<file path="src/rtl/sim_debug_port.sv">
// Memory-mapped debug console: buffers firmware characters in a FIFO, sends
// them as 8N1 UART frames on tx, and latches an end-of-test exit code.
// Ports:
//   clk, rst            clock, synchronous active-high reset
//   cs, we, addr, wdata bus access (addr 0 DATA, 1 STATUS, 2 EXIT, 3 reserved)
//   rdata               registered read data (1-cycle latency)
//   tx                  UART serial output, idle high
//   halted, exit_code   set by the first EXIT write after reset
//   busy                FIFO non-empty or a frame in progress
module sim_debug_port #(
  parameter int unsigned CLKS_PER_BIT = 16,
  parameter int unsigned FIFO_DEPTH   = 8
) (
  input  logic        clk,
  input  logic        rst,
  input  logic        cs,
  input  logic        we,
  input  logic [1:0]  addr,
  input  logic [15:0] wdata,
  output logic [15:0] rdata,
  output logic        tx,
  output logic        halted,
  output logic [15:0] exit_code,
  output logic        busy
);

  localparam int unsigned PW = $clog2(FIFO_DEPTH);
  localparam int unsigned CW = $clog2(FIFO_DEPTH + 1);
  localparam int unsigned BW = $clog2(CLKS_PER_BIT);

  typedef enum logic [1:0] {
    S_IDLE  = 2'd0,
    S_START = 2'd1,
    S_DATA  = 2'd2,
    S_STOP  = 2'd3
  } state_t;

  logic [7:0]    mem [FIFO_DEPTH];
  logic [PW-1:0] wptr;
  logic [PW-1:0] rptr;
  logic [CW-1:0] count;
  logic [CW-1:0] count_nx;
  logic          ovf;

  state_t        state;
  state_t        state_nx;
  logic [BW-1:0] baud;
  logic [BW-1:0] baud_nx;
  logic [2:0]    bitn;
  logic [2:0]    bitn_nx;
  logic [7:0]    shreg;
  logic [7:0]    shreg_nx;
  logic          tx_nx;

  logic empty_c;
  logic full_c;
  logic bit_end_c;
  logic pop_c;
  logic push_c;
  logic drop_c;
  logic data_wr_c;
  logic tx_active_c;

  assign empty_c     = (count == '0);
  assign full_c      = (count == CW'(FIFO_DEPTH));
  assign bit_end_c   = (baud == BW'(CLKS_PER_BIT - 1));
  assign tx_active_c = (state != S_IDLE);

  // DATA writes are ignored once halted; a full FIFO still accepts when a pop frees a slot
  assign data_wr_c = cs && we && (addr == 2'd0) && !halted;
  assign push_c    = data_wr_c && (!full_c || pop_c);
  assign drop_c    = data_wr_c && full_c && !pop_c;

  // TX next-state, pop request and next serial level
  always_comb begin
    state_nx = state;
    baud_nx  = baud;
    bitn_nx  = bitn;
    shreg_nx = shreg;
    pop_c    = 1'b0;
    case (state)
      S_IDLE: begin
        baud_nx = '0;
        bitn_nx = '0;
        if (!empty_c) begin
          pop_c    = 1'b1;
          shreg_nx = mem[rptr];
          state_nx = S_START;
        end
      end
      S_START: begin
        if (bit_end_c) begin
          baud_nx  = '0;
          state_nx = S_DATA;
        end else begin
          baud_nx = baud + 1'b1;
        end
      end
      S_DATA: begin
        if (bit_end_c) begin
          baud_nx  = '0;
          shreg_nx = {1'b0, shreg[7:1]};
          if (bitn == 3'd7) begin
            bitn_nx  = '0;
            state_nx = S_STOP;
          end else begin
            bitn_nx = bitn + 3'd1;
          end
        end else begin
          baud_nx = baud + 1'b1;
        end
      end
      S_STOP: begin
        if (bit_end_c) begin
          baud_nx = '0;
          // chain straight into the next frame with no idle cycle
          if (!empty_c) begin
            pop_c    = 1'b1;
            shreg_nx = mem[rptr];
            state_nx = S_START;
          end else begin
            state_nx = S_IDLE;
          end
        end else begin
          baud_nx = baud + 1'b1;
        end
      end
      default: state_nx = S_IDLE;
    endcase

    case (state_nx)
      S_START: tx_nx = 1'b0;
      S_DATA:  tx_nx = shreg_nx[0];
      default: tx_nx = 1'b1;
    endcase

    count_nx = count;
    if (push_c && !pop_c) begin
      count_nx = count + 1'b1;
    end else if (pop_c && !push_c) begin
      count_nx = count - 1'b1;
    end
  end

  // FIFO storage (no reset needed; occupancy tracked by count)
  always_ff @(posedge clk) begin
    if (push_c) begin
      mem[wptr] <= wdata[7:0];
    end
  end

  // State, FIFO pointers, registers and registered outputs
  always_ff @(posedge clk) begin
    if (rst) begin
      state     <= S_IDLE;
      baud      <= '0;
      bitn      <= '0;
      shreg     <= '0;
      tx        <= 1'b1;
      busy      <= 1'b0;
      wptr      <= '0;
      rptr      <= '0;
      count     <= '0;
      ovf       <= 1'b0;
      halted    <= 1'b0;
      exit_code <= '0;
      rdata     <= '0;
    end else begin
      state <= state_nx;
      baud  <= baud_nx;
      bitn  <= bitn_nx;
      shreg <= shreg_nx;
      tx    <= tx_nx;
      busy  <= (state_nx != S_IDLE) || (count_nx != '0);
      count <= count_nx;
      if (push_c) begin
        wptr <= wptr + 1'b1;
      end
      if (pop_c) begin
        rptr <= rptr + 1'b1;
      end

      if (drop_c) begin
        ovf <= 1'b1;
      end else if (cs && we && (addr == 2'd1) && wdata[3]) begin
        ovf <= 1'b0;
      end

      if (cs && we && (addr == 2'd2) && !halted) begin
        halted    <= 1'b1;
        exit_code <= wdata;
      end

      if (cs && !we) begin
        case (addr)
          2'd1:    rdata <= {8'h00, 4'(count), ovf, tx_active_c, full_c, empty_c};
          2'd2:    rdata <= exit_code;
          default: rdata <= '0;
        endcase
      end
    end
  end

endmodule
</file>
<file path="config.mk">
export PLATFORM = sky130hd
export DESIGN_NAME = sim_debug_port
export DESIGN_NICKNAME = d
export VERILOG_FILES = /design/src/rtl/sim_debug_port.sv
export SDC_FILE = /design/constraint.sdc
export NUM_CORES = 1
export LEC_CHECK = 0
export CAP_MARGIN = 30
export CORE_UTILIZATION = 60
export CTS_BUF_LIST = sky130_fd_sc_hd__clkbuf_8
export DETAILED_ROUTE_END_ITERATION = 16
export GPL_ROUTABILITY_DRIVEN = 0
export HOLD_SLACK_MARGIN = 0.08
export PLACE_DENSITY = 0.95
export SYNTH_ARGS = -nofsm -noshare
export SYNTH_HDL_FRONTEND = slang
export SYNTH_SLANG_ARGS = --single-unit
</file>
<file path="constraint.sdc">
create_clock -name clk -period 6.5 [get_ports clk]
set_clock_uncertainty 0.2 [all_clocks]
set_input_delay 1.3 -clock clk [delete_from_list [all_inputs] [get_ports clk]]
set_output_delay 1.3 -clock clk [all_outputs]
set_load 0.02 [all_outputs]
</file>
==> results.txt <==
CP Class - input port to flip-flop
Stages on worst setup path - 6
Slew of the pin with the lowest slew margin - 1.02 ns
Tot Pwr - 2.19 mW
CP max stage delay - 0.88 ns
Antenna Violating Nets Remaining - 0
Initial antenna violation count - 0
Clock sink total - 130
CP Launch Type - input port
Yosys cell types - 49
CP Capture Type - flip-flop
WP buf/inv - 2
Finished Core Util - 74.3%
Port buffer count - 56
Worst reg-to-reg path cell count - 5
Via Count - 3975
Top cell type's share of synthesized area - 35.5%
N_diodes - 0
Crit path to - mem[2][2]
Post-route clock period utilization - 58.2%
Initial Utilization - 62.1%
Longest Clk Path Bufs - 2
Hold_buf cts - 0
Number of synthesized flops with an enable pin - 64
Starting DRT DRC Count - 312
Num CTS Buffers - 17
Synthesized Nets - 499
Total GRT Usage - 27.4%
PD cells - 338 mW/mm^2
Row Count - 34
Maximum VDD drop - 0.000266 V
CP max FO - 8
Max Slew Vio Count - 0
Most frequent cell after synthesis - dfxtp_1
Die area - 0.00941 mm^2
Max Fclk - 264 MHz
Dominant cells by area after synthesis - edfxtp_1 35%, dfxtp_1 24%, mux4_2 6.7%, nand2_1 3.7%, a21oi_1 3.3%
Worst r2r dst - mem[2][2]
Syn_area_per_cell - 11.7 um^2
DRC Markers - 0
Hold Crit Class - flip-flop to flip-flop
TritonCTS clock tree - done
Die Span X - 97 um
Area leader, netlist - edfxtp_1
Prevailing post-synth register cell - dfxtp_1
Worst path slowest cell - nor3_1
Die Height - 97 um
Slew HR - 31.8%
Final setup fails - 0
Pre-CTS WS - 2.30 ns
Post-synthesis sequential area ratio - 59.9%
First-pass GRT wire length - 19.7 mm
Async SR Flop Fraction - 0%
P&R area growth vs syn - 19.7%
Inst Count DP - 599
Worst EP arrival - 3.63 ns
Critical Path Source - addr[0]
Top Layer Used - met4
Vias in the first global route - 3854
Post-CTS setup buffers - 0
Status - finished clean
Hold Vio Cnt, Final - 0
Cell Area, Synth - 0.00542 mm^2
Mapped Cells - 463
PostCTS Resize Cnt - 0
Share of layout cells above drive strength 1 - 11.3%
Routed wl met3 - 770 um
R2r setup slk - 2.95 ns
Largest net degree at the start of global routing - 62
Setup TNS Final - 0 ns
Period minus WS final - 3.78 ns
CTS Root Cell - clkbuf_8
Clock slew at reported path FFs - 0.08 ns
FF+latch count, synth - 130
Pre-antenna DRT Iters - 5
CP cell instances - clkdlybuf4s50_1 > inv_1 > ha_1 > and4b_1 > nand2_1 > nor3_1
Io pins - 57
Worst EP required - 6.35 ns
Max cap viols - 0
Clk_lat worst skew - 0.43 ns
Synth Warn # - 0
Post-Route WL - 12.5 mm
Vias per cell - 6.24
Post-route insts no fill - 637
Routed met1 length - 5.09 mm
Leakage power - 2.19 nW
Worst path top cell family by delay - simple AND/OR/NAND/NOR gates
Worst setup margin - 2.72 ns
Detailed Place HPWL - 8.17 mm
Routed wl met2 - 6.44 mm
H-tree depth - 4
Core area - 0.00872 mm^2
Most frequent cells after synthesis - 66 x dfxtp_1, 64 x edfxtp_1, 54 x nand2_1
Critical R2R Launch - state[1]
Fillers - 487
Nets - 552
Routed WL per cell - 19.7 um
GRT overflow - 0
Unrepaired setup endpoints after global routing - no
==> routing by layer <==
layer | up-vias | track usage, %
met2 | 201 | 46.5
met3 | 24 | 6.86
met4 | 0 | 11.0
met5 | - | 0
met1 | 1935 | 33.5
li1 | 1815 | -
==> cells by family after synthesis <==
group,share of synthesized area (%)
AOI/OAI and AO/OA,11.0
xor gates and xnor gates,1.29
adders and majority gates,3.23
buffers and inverters,2.82
DFF,59.9
muxes,8.71
and+or+nand+nor,13.0
==> where the power goes <==
part           internal [mW]  switching [mW]
logic                  0.235           0.284
clock network          0.367           0.326
registers              0.911          0.0656
==> worst min-delay path by stage <==
stage | start | endpoint | slack, ns | depth (start not counted)
3_5_place_dp | baud[0] | baud[0] | 0.24 | 1
6_report | baud[0] | baud[0] | 0.25 | 1
3_3_place_gp | baud[0] | baud[0] | 0.23 | 1
4_1_cts | rdata[11] | rdata[11] | 0.26 | 2
5_1_grt | rdata[9] | rdata[9] | 0.28 | 2
2_1_floorplan | baud[0] | baud[0] | 0.22 | 1
==> registers in the layout, summed over array words and instances (netlist names), named ones only <==
| signal | count |
|---|---|
| bitn | 3 |
| wptr | 3 |
| tx | 1 |
| rptr | 3 |
| rdata | 16 |
| ovf | 1 |
| mem | 64 |
| count | 4 |
| exit_code | 16 |
| halted | 1 |
| shreg | 8 |
| baud | 4 |
| state | 2 |
| busy | 1 |
==> placed cells by master (no fill, tap or decap), types with 11 or more instances in the layout <==
cell type        Yosys  final
edfxtp_1            64     64
clkdlybuf4s50_1      0     55
nor3_1              13     13
nor2_1              48     48
dfxtp_1             66     66
nand3_1             15     15
a21oi_1             36     36
nand2_1             54     54
clkbuf_8             0     19
mux4_2              16     16
a22oi_1             11     11
ha_1                14     14
==> area by class of cell <==
class	count	area, um^2	share of cell area, %
Clock buffer	19	262	4.04
Clock inverter	13	148	2.28
Inverter	10	37.5	0.579
Multi-Input combinational cell	294	2020	31.2
Sequential cell	130	3240	50.0
Tap cell	108	135	2.09
Timing Repair Buffer	63	636	9.81
==> metrics by stage <==
stage	cell area, um^2	hold WS (ns)
after floorplan	5420	0.218
after global placement	6000	0.233
after detailed placement	6000	0.241
after CTS	6410	0.256
after global routing	6480	0.276
final	6480	0.255
(Power assumes the default switching activity.)
